**config.mk**
```make
export PLATFORM = sky130hd
export DESIGN_NAME = life_scan
export DESIGN_NICKNAME = d
export VERILOG_FILES = /design/src/rtl/life_scan.sv
export SDC_FILE = /design/constraint.sdc
export NUM_CORES = 1
export LEC_CHECK = 0
export CAP_MARGIN = 20
export CORE_MARGIN = 4
export CORE_UTILIZATION = 65
export DETAILED_ROUTE_END_ITERATION = 7
export DONT_BUFFER_PORTS = 1
export GPL_ROUTABILITY_DRIVEN = 0
export PLACE_DENSITY_LB_ADDON = 0.3
export SKIP_LAST_GASP = 1
export SLEW_MARGIN = 10
export SYNTH_ARGS = -nofsm -noshare
export SYNTH_HDL_FRONTEND = slang
export SYNTH_SLANG_ARGS = --single-unit
```
**constraint.sdc**
```tcl
create_clock -name clk -period 4.79 [get_ports clk]
set_clock_uncertainty 0.1 [all_clocks]
set_input_delay 0.479 -clock clk [delete_from_list [all_inputs] [get_ports clk]]
set_output_delay 0.479 -clock clk [all_outputs]
set_load 0.02 [all_outputs]
```
**src/rtl/life_scan.sv**
```systemverilog
// Raster scanner for a Life grid: walks every cell (x,y) once per generation,
// either continuously (run) or for a single generation (step).
module life_scan #(
  parameter int X     = 8,
  parameter int Y     = 8,
  parameter int LOG2X = 3,
  parameter int LOG2Y = 3,
  parameter int GEN_W = 16
) (
  input  logic                   clk,
  input  logic                   rst_n,
  input  logic                   run,
  input  logic                   step,
  output logic                   busy,
  output logic                   valid,
  output logic [LOG2X-1:0]       x,
  output logic [LOG2Y-1:0]       y,
  output logic [LOG2X+LOG2Y-1:0] addr,
  output logic                   first,
  output logic                   last,
  output logic                   gen_done,
  output logic [GEN_W-1:0]       gen
);

  typedef enum logic {IDLE, SCAN} state_e;

  localparam logic [LOG2X-1:0] X_MAX = LOG2X'(X - 1);
  localparam logic [LOG2Y-1:0] Y_MAX = LOG2Y'(Y - 1);

  state_e           state_q, state_d;
  logic [LOG2X-1:0] x_q, x_d;
  logic [LOG2Y-1:0] y_q, y_d;
  logic [GEN_W-1:0] gen_q, gen_d;
  logic             gen_done_q, gen_done_d;

  always_ff @(posedge clk) begin
    if (!rst_n) begin
      state_q    <= IDLE;
      x_q        <= '0;
      y_q        <= '0;
      gen_q      <= '0;
      gen_done_q <= 1'b0;
    end else begin
      state_q    <= state_d;
      x_q        <= x_d;
      y_q        <= y_d;
      gen_q      <= gen_d;
      gen_done_q <= gen_done_d;
    end
  end

  always_comb begin
    state_d    = state_q;
    x_d        = x_q;
    y_d        = y_q;
    gen_d      = gen_q;
    gen_done_d = 1'b0;
    case (state_q)
      IDLE: begin
        if (run || step) begin
          state_d = SCAN;
          x_d     = '0;
          y_d     = '0;
        end
      end
      SCAN: begin
        if (x_q == X_MAX) begin
          x_d = '0;
          if (y_q == Y_MAX) begin
            // End of generation: run decides between wrap-around and idle.
            y_d        = '0;
            gen_done_d = 1'b1;
            gen_d      = gen_q + 1'b1;
            if (!run) state_d = IDLE;
          end else begin
            y_d = y_q + 1'b1;
          end
        end else begin
          x_d = x_q + 1'b1;
        end
      end
      default: state_d = IDLE;
    endcase
  end

  assign valid    = (state_q == SCAN);
  assign busy     = valid;
  assign x        = x_q;
  assign y        = y_q;
  assign addr     = {y_q, x_q};
  assign first    = valid && (x_q == '0) && (y_q == '0);
  assign last     = valid && (x_q == X_MAX) && (y_q == Y_MAX);
  assign gen_done = gen_done_q;
  assign gen      = gen_q;

endmodule
```
==> results of run 1 <==
-- final timing paths --
check,from,to,slack [ns]
max,x[0],gen[15],1.99
min,run,busy,0.20
max reg2reg,x[0],gen[15],1.99
min reg2reg,gen[1],gen[1],0.53
-- registers in the layout, indices dropped and copies added (netlist names) --
register and cells:
y 3, gen 16, x 3, busy 1, gen_done 1
-- cell usage in the layout, fill, tap and decap left out, types with 5 or more instances in the layout --
cell type	n
nand2_1	9
nor3_1	5
a21oi_1	10
dfxtp_1	24
nand4_1	5
nor2_1	19
xnor2_1	8
ha_1	8
inv_1	10
-- power breakdown --
| part | internal, mW | total (mW) | leakage (nW) | switching [mW] |
|---|---|---|---|---|
| clock | 0.0294 | 0.0848 | 0.0138 | 0.0554 |
| combinational | 0.00293 | 0.0102 | 0.229 | 0.00726 |
| sequential | 0.201 | 0.208 | 0.194 | 0.00742 |
| total | 0.233 | 0.303 | 0.436 | 0.0700 |
-- cell type report --
type                       instances  share of cell area
multi-input combinational         93              0.5086
tap                               25             0.02688
sequential                        24              0.4129
inverter                          10             0.03226
clock buffer                       3             0.01935
-- cells by family after synthesis --
kind of cell / Yosys count / share of synthesized area
and+or+nand+nor: 58 / 0.2572
DFF: 24 / 0.4081
buffers and inverters: 21 / 0.08927
AOI/OAI and AO/OA: 15 / 0.07014
xor gates and xnor gates: 11 / 0.08183
adders and majority gates: 8 / 0.08502
muxes: 1 / 0.008502
-- routing by layer --
layer / share of wire / GRT usage / vias to the layer above
li1: - / - / 452
met1: 0.45 / 0.2320 / 413
met2: 0.44 / 0.2652 / 31
met3: 0.095 / 0.06231 / 4
met4: 0.020 / 0.08072 / 0
met5: 0 / 0 / -
-- critical path: stages (launching register included) --
cell,delay (ns)
dfxtp_1,0.67
ha_1,0.27
ha_1,0.14
nand3_1,0.33
or4_4,0.69
or3_1,0.36
a21oi_1,0.16
==> results.py, run 1 <==
metrics = {
    "logic_synthesis": {
        "synth_top_cells_by_area": "dfxtp_1 41%, ha_1 8.5%, nor2_1 6.1%",
        "avgSynthCellArea_sq_um": 8.532,
        "syn_inst": 138,
        "syn_area_sq_mm": 0.001177,
        "synth.most_common_cell": "dfxtp_1",
        "ys_seq_area_frac": 0.4081,
        "ys.flop_type": "dfxtp_1",
        "synthArstFlopShare": 0,
        "synth.top_cell.area_share": 0.4081,
        "synth_cell_type_count": 26,
        "synth_nets": 150,
        "ys_warn_count": 0,
        "yosys-top-cells-count": "24 x dfxtp_1, 19 x nor2_1, 10 x a21oi_1, 10 x inv_1, 9 x nand2_1",
        "synth_edf_count": 0,
        "ys_ff_latch": 24,
        "yosysTopAreaCell": "dfxtp_1",
    },
    "global_route": {
        "grt_usage": 0.1788,
        "grt_max_degree": 23,
        "antenna_found_initial": 0,
        "overflow": 0,
        "grt_pass1_vias": 798,
        "grt_pass1_wl_mm": 3.532,
    },
    "clocking": {
        "root_buffer": "clkbuf_4",
        "cts_buffers": 3,
        "post_cts_buffers": 0,
        "clk-insertion-delay-late_ns": 0.31,
        "cts.sinks": 24,
        "cts_tree": "built",
        "cts_max_path_buffers": 2,
        "cts-resized-gates": 0,
        "cts_hold_buf": 0,
        "htree_levels": 1,
        "path_clk_slew_ns": 0.12,
    },
    "timing": {
        "setup_violations": 0,
        "slew_viol_final": 0,
        "fin_ws_ns": 1.992,
        "max_slew_margin": 0.4853,
        "fin_crit_sh": 0.5841,
        "finalHoldViolations": 0,
        "rsz0062_at_grt": "no",
        "fmax_ghz": 0.3574,
        "fin_crit_ns": 2.798,
        "tightest_slew_ns": 0.7710,
        "fin_tns_setup_ns": 0,
        "hold-worst-slack_ns": 0.2000,
    },
    "run": {
        "cap_violations": 0,
    },
    "placement": {
        "place_inst": 152,
        "port_buffers": 0,
        "hpwlAfterDp_mm": 1.561,
        "placed_area_sq_mm": 0.001141,
        "dp_worst_setup_slack_ns": 2.014,
    },
    "critical_path": {
        "crit_required_ns": 4.93,
        "arrival_ns": 2.93,
        "setup.worst_path.start_class": "register",
        "path_class": "register to register",
        "r2r_cells": 6,
        "path_max_fanout": 13,
        "end_kind": "register",
    },
    "pwr": {
        "p_per_area_mw_per_mm2": 260.7,
        "peakVddDrop_v": 0.0001824,
        "p_total_mw": 0.3034,
        "leakage_nw": 0.4363,
    },
    "route": {
        "drcViolationCount": 0,
        "num_vias": 900,
        "first_pass_iters": 4,
        "via_per_inst": 5.806,
        "routed_wl_mm": 2.152,
        "drt_iter0_markers": 26,
        "ant_nets": 0,
        "wire_per_inst_um": 13.88,
    },
    "floorplan": {
        "initial_core_util": 0.6819,
        "row_count": 15,
        "die_height_um": 50.56,
        "die_area_sq_mm": 0.002556,
        "core-area_sq_mm": 0.001727,
        "die_w_um": 50.56,
        "ios": 37,
    },
    "cells_and_area": {
        "drive_above_1_share": 0.04615,
        "design_area_sq_mm": 0.001164,
        "final_core_util": 0.6739,
        "multiInputGateArea_sq_um": 591.8,
        "layout.nets": 144,
        "diodes": 0,
        "fill_cells": 149,
        "fin_cells": 155,
        "area_growth_pct": -1.169,
        "regArea_sq_um": 480.5,
    },
    "outcome": {
        "outcome": "finished, final reports clean",
    },
    "min_path": {
        "min_path_cells": 2,
        "hp-class": "input port to register",
    },
}
Power figures use the tool's default switching activity.
==> inputs of run 2 (changes only) <==
- CORE_UTILIZATION: 65 -> 54
- clock period: 4.79 -> 2.5 ns (I/O delays scaled with it)
==> results.py, run 2 (same netlist as run 1, synthesis figures left out) <==
metrics = {
    "pwr": {
        "power_frac_comb": 0.067,
        "switching_share": 0.2326,
        "seqPwrFrac": 0.655,
        "switchingPower_mw": 0.1372,
        "peakVddDrop_v": 0.0002869,
        "p_per_area_mw_per_mm2": 470.6,
        "p_total_mw": 0.5900,
        "leakage_nw": 0.4916,
        "clockPowerShare": 0.277,
        "internal_power_mw": 0.4528,
    },
    "route": {
        "num_vias": 953,
        "ant_nets": 0,
        "routed_wl_mm": 2.446,
        "wire_per_inst_um": 14.56,
        "drcViolationCount": 0,
        "first_pass_iters": 4,
        "drt_iter0_markers": 7,
        "via_per_inst": 5.673,
    },
    "timing": {
        "tightest_slew_ns": 0.6675,
        "setup_violations": 0,
        "slew_viol_final": 0,
        "fmax_ghz": 0.4875,
        "max_slew_margin": 0.5545,
        "finalHoldViolations": 0,
        "fin_crit_ns": 2.051,
        "rsz0062_at_grt": "no",
        "fin_tns_setup_ns": 0,
        "fin_crit_sh": 0.8204,
    },
    "global_route": {
        "grt_pass1_vias": 900,
        "grt_use_met1": 0.1785,
        "use_met3": 0.04905,
        "overflow": 0,
        "grt_pass1_wl_mm": 3.684,
        "top_usage_layer": "met2",
        "antenna_found_initial": 0,
        "grt_use_met2": 0.3228,
        "grt_max_degree": 23,
        "grt_usage": 0.1707,
    },
    "outcome": {
        "outcome": "finished, final reports clean",
    },
    "run": {
        "cap_violations": 0,
    },
    "critical_path": {
        "crit_required_ns": 2.63,
        "end_kind": "register",
        "setup.worst_path.start_class": "register",
        "arrival_ns": 2.18,
        "path_class": "register to register",
        "path_max_fanout": 5,
    },
    "clocking": {
        "cts.sinks": 24,
        "cts_tree": "built",
        "root_buffer": "clkbuf_4",
        "htree_levels": 1,
        "cts_max_path_buffers": 2,
        "path_clk_slew_ns": 0.13,
        "cts_buffers": 3,
        "clk-insertion-delay-late_ns": 0.31,
    },
    "cells_and_area": {
        "drive_above_1_share": 0.1064,
        "final_cell_mix": "24 x dfxtp_1, 19 x nor2_1, 10 x inv_1, 10 x a21oi_1",
        "layout.nets": 155,
        "area_growth_pct": 6.482,
        "diodes": 0,
        "largest_reg_flops": 16,
        "layout_commonest_cell": "dfxtp_1",
    },
    "placement": {
        "hpwlAfterDp_mm": 1.810,
        "port_buffers": 0,
    },
    "min_path": {
        "hp-class": "input port to register",
    },
    "floorplan": {
        "die_w_um": 54.70,
        "die_height_um": 54.70,
        "row_count": 16,
        "core-area_sq_mm": 0.002022,
        "ios": 37,
        "initial_core_util": 0.5823,
        "die_area_sq_mm": 0.002992,
    },
}
## run 2: final timing paths
kind | start | to | slack [ns] | depth (start not counted)
hold / removal | run | x[1] | 0.04 | 3
hold reg to reg | gen[15] | gen[15] | 0.50 | 2
setup reg to reg | gen[2] | gen[15] | 0.45 | 4
setup / recovery | gen[2] | gen[15] | 0.45 | 4
## run 2: what timing repair did
action,in CTS,in global routing
setup buffers,0,0
hold buffers,1,1
setup endpoints to repair,0,0
hold endpoints to repair,1,1
gates resized for setup,0,0
## run 2: per-layer routing
metal  part of all wire  wire length (um)
met4              0.011                26
met2               0.50              1219
met5                  0                 0
met3              0.074               181
met1               0.42              1019
## run 2: stage by stage
step	util	cells	hold slack [ns]	setup WS, ns	cell area [sq um]
after floorplan	-	138	0.2795	0.3375	1177
after global placement	0.5990	163	0.2851	0.5328	1211
after detailed placement	0.5990	163	0.3142	0.4916	1211
after CTS	0.6151	167	0.002606	0.4461	1244
after global routing	0.6201	168	0.03118	0.2979	1254
final	0.6201	168	0.03845	0.4489	1254
## run 2: layout make-up
| cell class | instances | area (sq um) |
|---|---|---|
| Timing Repair Buffer | 11 | 87.58 |
| Fill cell | 184 | 768.2 |
| Tap cell | 27 | 33.78 |
| Multi-Input combinational cell | 93 | 591.8 |
| Inverter | 10 | 37.54 |
| Clock buffer | 3 | 22.52 |
| Sequential cell | 24 | 480.5 |
## run 2: worst max-delay path, stage by stage, from the launching register on
cell	delay, ns
dfxtp_1	0.57
nand4_2	0.22
or4_4	0.58
or3_1	0.35
a21oi_1	0.14
## run 2: power groups by stage
stage               registers, mW  clock network [mW]  logic (mW)
floorplan                   0.401                   0      0.0268
global placement            0.395                   0      0.0360
detailed placement          0.395                   0      0.0371
CTS                         0.387               0.166      0.0385
global route                0.387               0.179      0.0436
finish                      0.387               0.163      0.0398
